### config.mk
export PLATFORM = sky130hd
export DESIGN_NAME = ram_port_arbiter
export DESIGN_NICKNAME = d
export VERILOG_FILES = /design/src/rtl/ram_port_arbiter.sv
export SDC_FILE = /design/constraint.sdc
export NUM_CORES = 1
export LEC_CHECK = 0
export BUFFER_PORTS_ARGS = -buffer_cell sky130_fd_sc_hd__clkbuf_2
export CAP_MARGIN = 25
export CORE_AREA = 2 2 106 108
export CTS_CLUSTER_SIZE = 20
export DETAILED_ROUTE_END_ITERATION = 10
export DIE_AREA = 0 0 108 110
export GPL_ROUTABILITY_DRIVEN = 0
export SYNTH_ARGS = -nofsm -noshare
export SYNTH_HDL_FRONTEND = slang
export SYNTH_SLANG_ARGS = --single-unit
### constraint.sdc
create_clock -name clock -period 1.38 [get_ports clock]
set_clock_uncertainty 0.05 [all_clocks]
set_input_delay 0.069 -clock clock [delete_from_list [all_inputs] [get_ports clock]]
set_output_delay 0.069 -clock clock [all_outputs]
set_load 0.05 [all_outputs]
### src/rtl/ram_port_arbiter.sv
// ram_port_arbiter: round-robin arbiter with bounded burst ownership for one RAM port,
// steering the one-cycle-latency read data back to the requester that issued the read.
module ram_port_arbiter #(
   parameter int MEMORY_WIDTH = 32,
   parameter int NUM_REQ = 2,
   parameter int MAX_BURST = 4,
   parameter logic [MEMORY_WIDTH-1:0] ADDR_MASK = 'h0000FFFF
) (
   input  logic                            clock,
   input  logic                            reset,
   input  logic [NUM_REQ-1:0]              req_in,
   input  logic [NUM_REQ*MEMORY_WIDTH-1:0] addr_in,
   input  logic [NUM_REQ*MEMORY_WIDTH-1:0] data_in,
   input  logic [NUM_REQ*4-1:0]            wb_in,
   output logic [NUM_REQ-1:0]              gnt_out,
   output logic [NUM_REQ-1:0]              rvalid_out,
   output logic [MEMORY_WIDTH-1:0]         rdata_out,
   output logic                            mem_enable_out,
   output logic [MEMORY_WIDTH-1:0]         mem_addr_out,
   output logic [MEMORY_WIDTH-1:0]         mem_data_out,
   output logic [3:0]                      mem_wb_out,
   input  logic [MEMORY_WIDTH-1:0]         mem_data_in
);
   localparam logic [0:0] IDLE = 1'b0, OWNED = 1'b1;
   logic [0:0] state;
   logic [1:0] owner, last_owner, rd_id, g;
   logic [3:0] burst_cnt;
   logic rd_pend, hit, keep, others;
   logic [NUM_REQ-1:0] own_mask;
   // First requester after base, wrapping modulo NUM_REQ; base itself is checked last.
   function automatic logic [1:0] rr_pick(input logic [1:0] base, input logic [NUM_REQ-1:0] req);
      logic [1:0] w, j;
      w = base;
      for (int k = NUM_REQ; k >= 1; k--) begin
         j = 2'((int'(base) + k) % NUM_REQ);
         if (req[j]) w = j;
      end
      return w;
   endfunction
   // Grants are combinational and suppressed while reset is held so every output stays 0.
   always_comb begin
      own_mask = NUM_REQ'(1) << owner;
      others = |(req_in & ~own_mask);
      hit = reset && |req_in;
      keep = state == OWNED && req_in[owner] && (burst_cnt < 4'(MAX_BURST) || !others);
      g = keep ? owner : rr_pick(state == OWNED ? owner : last_owner, req_in);
      gnt_out = hit ? NUM_REQ'(1) << g : '0;
      mem_enable_out = hit;
      mem_addr_out = hit ? addr_in[int'(g)*MEMORY_WIDTH +: MEMORY_WIDTH] & ADDR_MASK : '0;
      mem_data_out = hit ? data_in[int'(g)*MEMORY_WIDTH +: MEMORY_WIDTH] : '0;
      mem_wb_out = hit ? wb_in[int'(g)*4 +: 4] : 4'b0;
      rvalid_out = rd_pend ? NUM_REQ'(1) << rd_id : '0;
      rdata_out = rd_pend ? mem_data_in : '0;
   end
   always_ff @(posedge clock or negedge reset) begin
      if (!reset) begin
         state <= IDLE;
         owner <= 2'd0;
         last_owner <= 2'(NUM_REQ - 1);
         burst_cnt <= 4'd0;
         rd_pend <= 1'b0;
         rd_id <= 2'd0;
      end else begin
         rd_pend <= hit && mem_wb_out == 4'b0;
         rd_id <= g;
         if (!hit) begin
            state <= IDLE;
            if (state == OWNED) last_owner <= owner;
         end else begin
            state <= OWNED;
            owner <= g;
            if (keep) burst_cnt <= burst_cnt < 4'(MAX_BURST) ? burst_cnt + 4'd1 : 4'd1;
            else begin
               burst_cnt <= 4'd1;
               if (state == OWNED) last_owner <= owner;
            end
         end
      end
   end
endmodule

# After elaboration in Yosys (flattened, before gate mapping)
# Cells that the tools add are included.
[op_classes]
n_addsub = 3
n_lt_le_gt_ge = 4
eq_ne = 1
shift = 6
n_mux = 21
bitwise = 4
n_reduce_logical = 9
[op_table]
columns = ["op", "count"]
rows = [
  ["32-bit two-way mux", 2],
  ["64-bit by 8-bit indexed part select with 16-bit output", 1],
  ["64-bit by 8-bit indexed part select with 32-bit output", 1],
  ["16-bit two-way mux", 1],
  ["2-bit two-way mux", 8],
  ["4-bit two-way mux", 3],
  ["8-bit by 5-bit indexed part select with 4-bit output", 1],
  ["1-bit two-way mux", 7],
  ["2-bit less-than comparator (second input constant)", 3],
  ["1-bit by 2-bit left shift with 2-bit output (first input constant)", 3],
  ["4-bit by 1-bit adder with 4-bit output (second input constant)", 1],
  ["1-bit logical AND", 4],
  ["4-bit logical NOT", 1],
  ["4-bit by 3-bit less-than comparator with 1-bit output (second input constant)", 1],
  ["2-bit OR reduction", 2],
  ["1-bit adder (second input constant)", 2],
  ["1-bit AND (first input constant)", 2],
  ["2-bit AND", 1],
  ["2-bit inequality test (second input constant)", 1],
  ["2-bit inverter", 1],
  ["1-bit logical NOT", 1],
  ["1-bit logical OR", 1],
]
[word_totals]
regBits = 12
inputBits = 172
out_inout_bits = 105
wordCells = 54

# Longest topological paths before layout
[depth]
ltp_word = 12
depth_mapped = 7
ltp_nobuf = 5

# Worst setup path after synthesis
# No wires, ideal clock.
[synth_path]
kind = "reg2out"
start = "reg last_owner[0]"
end = "out mem_addr_out[0]"
arrival_time_ns = 2.056
required_ns = 1.261
setup_slack_ns = -0.795
stages_incl_launch_ff = 7
path_buffers = 2
path_cell_list = "dfstp_2 > nor2b_1 > o311a_1 > buf_6 > buf_6 > nand3_1 > a21oi_1"
[synth_between]
elab_chain_len = 9
[synth_lines]
columns = ["element", "line", "source"]
rows = [
  ["start: declaration", "26", "logic [1:0] owner, last_owner, rd_id, g;"],
  ["start signal: assignment", "59", "last_owner <= 2'(NUM_REQ - 1);"],
  ["start signal: assignment", "68", "if (state == OWNED) last_owner <= owner;"],
  ["start signal: assignment", "75", "if (state == OWNED) last_owner <= owner;"],
  ["2-bit two-way mux (*)", "n/a", ""],
  ["1-bit adder", "35", "j = 2'((int'(base) + k) % NUM_REQ);"],
  ["1-bit two-way mux (not written as such) (2 in series)", "36", "if (req[j]) w = j;"],
  ["2-bit two-way mux", "36", ""],
  ["2-bit two-way mux (*)", "36", ""],
  ["2-bit two-way mux (*)", "46", "g = keep ? owner : rr_pick(state == OWNED ? owner : last_owner, req_in);"],
  ["64-bit by 8-bit indexed part select with 16-bit output (*)", "49", "mem_addr_out = hit ? addr_in[int'(g)*MEMORY_WIDTH +: MEMORY_WIDTH] & ADDR_MASK : '0;"],
  ["16-bit two-way mux (*)", "49", ""],
  ["end: declaration", "19", "output logic [MEMORY_WIDTH-1:0] mem_addr_out,"],
]
# Every way passes the cells marked *; elsewhere a longest branch is shown, timed or not. The select of a mux whose other input is x is not followed.

# Worst setup path in the final report
[layout_path]
start = "reg last_owner[0]"
end = "out mem_data_out[29]"
[layout_between]
elab_chain_len = 9
[layout_lines]
columns = ["element", "line", "source"]
rows = [
  ["2-bit two-way mux (*)", "n/a", ""],
  ["1-bit adder", "35", ""],
  ["1-bit two-way mux (not written as such) (2 in series)", "36", ""],
  ["2-bit two-way mux", "36", ""],
  ["2-bit two-way mux (*)", "36", ""],
  ["2-bit two-way mux (*)", "46", ""],
  ["64-bit by 8-bit indexed part select with 32-bit output (*)", "50", "mem_data_out = hit ? data_in[int'(g)*MEMORY_WIDTH +: MEMORY_WIDTH] : '0;"],
  ["32-bit two-way mux (*)", "50", ""],
  ["end: declaration", "20", "output logic [MEMORY_WIDTH-1:0] mem_data_out,"],
]
# Marks and branches as above.

==> flow_summary.ini <==
[global_routing]
antenna_found_initial = 0
grt_overflow = 0
grt_max_degree = 35
grt_pass1_wl_mm = 15.43
grtUsageTotal_pct = 15.93
grt_pass1_vias = 3190

[power]
power_mw = 5.151
peakVddDrop_uv = 395.7
p_leak_nw = 2.561
power.density_mw_per_mm2 = 861.0

[sta]
worst_slack_ns = -0.7183
finalHoldViolCount = 0
fin_crit_ns = 2.098
period_share_pct = 152.0
rsz0062_at_grt = true
fmax_ghz = 0.4766
maxSlewViolCount = 0
setup_viol = 63

[cts]
clk-insertion-delay-late_ns = 0.24
cts_made_buffers = 3
h-tree-depth = 1
clockRootBuffer = clkbuf_8
tritoncts = yes
numClockSinks = 12
clk_pin_slew_ns = 0.06
cts_buffer_depth = 2

[logic_synthesis]
synth_area_sq_mm = 0.002215
ys_seq_area_share_pct = 13.62
syn_inst = 301
synth_warnings = 0
avgSynthCellArea_sq_um = 7.358
ys.flop_type = dfrtp_1
synthArstFlopShare_pct = 100.0
yosys.cell_types.count = 41
ys_seq_elements = 12
synth-edff-count = 0

[critical_path]
start_kind = flop
cp.arrival_ns = 1.98
critPathRequiredTime_ns = 1.26
path_delay_family = buffers and inverters
cp_slowest_cell = dfstp_2
crit_fanout = 10
crit_buf_inv = 4
cp_cell_sequence = nor2b_4, buf_4, o311ai_4, buf_6, clkbuf_16, o21ai_2, a21oi_4, buf_8
r2r-end = rd_pend
cp_slowest_stage_delay_ns = 0.55
reg2reg_depth = 8
critPathKind = reg -> out
reg2reg_from = last_owner[0]
cp.depth = 8
r2r_setup_slack_ns = -0.48
end_kind = output pin

[finish]
synthToLayoutAreaGrowth_pct = 170.2
diodes = 0
final_util_pct = 55.93
seq_area_sq_um = 304.0
multi_input_area_sq_mm = 0.002660
design_area_sq_mm = 0.005983
drive_gt1_share_pct = 82.89
fill_cells = 918
nNetsFinal = 741

[placed_design]
port_buffers = 228
place_ws_ns = -0.5933
dpl_cell_area_sq_mm = 0.004374
place_hpwl_mm = 7.567

[drt]
ant_nets = 0
first_pass_iters = 4
routed_wirelength_mm = 12.24
drc = 0
vias_per_cell = 4.741
dr.first_iter.drc_count = 111
wire_per_inst_um = 17.32
vias = 3352

[floorplanning]
row_count = 38
dieArea_sq_mm = 0.01188
die_h_um = 110
start_util_pct = 20.70
fp.coreArea_sq_mm = 0.01070
dieWidth_um = 108
ios = 277

[min_path]
hold_start = wb_in[1]
min_path_cells = 4
whs_endpoint = rd_pend
min_path_type = in -> reg

[run]
maxCapViolCount = 0

[run_status]
status = finished with violations
violations = setup timing
==> cell families (layout without fill, tap and decap cells) <==
| kind of cell | count (synthesis) | count (layout) | share of synthesized area, % |
|---|---|---|---|
| AO/OA/AOI/OAI | 126 | 127 | 40.17 |
| adder cells (fa/ha/maj) | 1 | 1 | 0.5649 |
| buffers and inverters | 51 | 301 | 17.40 |
| flip-flops | 12 | 12 | 13.62 |
| multiplexers | 2 | 2 | 1.017 |
| other | 1 | 16 | 0.1693 |
| AND/OR/NAND/NOR | 108 | 108 | 27.06 |
==> cell usage in the layout (no fill, tap or decap), drive strengths merged, types with 2 or more instances in the layout <==
| master | Yosys | layout |
|---|---|---|
| o21ai | 58 | 58 |
| mux2 | 2 | 2 |
| nand3 | 53 | 53 |
| inv | 2 | 2 |
| and2 | 34 | 34 |
| nor4 | 2 | 2 |
| o22ai | 2 | 2 |
| clkbuf | 7 | 189 |
| a31oi | 3 | 3 |
| o311a | 1 | 2 |
| a21oi | 53 | 53 |
| nor2b | 4 | 4 |
| buf | 42 | 108 |
| conb | 1 | 16 |
| nor2 | 5 | 5 |
| dfrtp | 11 | 11 |
| nand2 | 4 | 4 |
==> cell type report <==
cell class	instances	area share, %
well taps	140	2.928
inverters	2	0.1255
clock buffers	4	0.9201
repair buffers	295	46.49
multi-input cells	254	44.46
flip-flops and latches	12	5.082
==> worst max path at each step <==
stage | to | start
floorplan | mem_data_out[27] | owner[0]
global placement | gnt_out[0] | burst_cnt[2]
detailed placement | mem_data_out[28] | burst_cnt[2]
CTS | mem_data_out[14] | owner[0]
global route | mem_data_out[8] | owner[0]
finish | mem_data_out[29] | last_owner[0]
==> metrics by stage <==
stage | cells | TNS (ns) | hold WS (ns)
after floorplan | 316 | -19.98 | -0.2766
after global placement | 677 | -27.92 | -0.002252
after detailed placement | 677 | -29.77 | 0.003179
after CTS | 692 | -40.22 | 0.1157
after global routing | 707 | -42.71 | 0.1485
final | 707 | -39.09 | 0.1306
==> worst min-delay path, cell delays in order <==
cell and delay (ns):
clkbuf_2 0.11, nor4_1 0.04, o21ai_1 0.07, a31oi_1 0.08
==> cells in the mapped netlist, types with 3 or more instances <==
cell,n,area (sq um)
nor2b_1,3,18.77
a21oi_1,5,25.02
clkbuf_2,4,20.02
nand3_1,53,265.3
nor2_1,5,18.77
buf_2,7,35.03
buf_6,13,146.4
buf_4,22,165.2
and2_1,34,212.7
o21ai_1,10,50.05
nand2_1,4,15.01
o21ai_0,48,240.2
dfrtp_1,11,275.3
clkbuf_1,3,11.26
a21oi_2,48,420.4
==> flip-flops by register name, summed over array words and instances, names as in the netlist <==
signal,count
burst_cnt,4
last_owner,2
owner,2
rd_id,2
rd_pend,1
state,1
==> power by group <==
part / internal [mW] / switching, mW
combinational: 1.89 / 2.45
clock: 0.252 / 0.131
sequential: 0.397 / 0.0320
==> routing by layer <==
layer,wire (um),global-route usage [%]
met1,4776,18.00
met2,6553,31.31
met3,654,2.058
met4,260,4.121
met5,0,0
==> timing repair <==
item	4_1_cts	5_1_grt
hold buffers	1	0
pin swaps	6	41
setup buffers	8	8
hold endpoints to repair	12	0
gates cloned	3	13
resized for setup	129	183
endpoints found under the setup margin	61	69
Power figures use the tool's default switching activity.
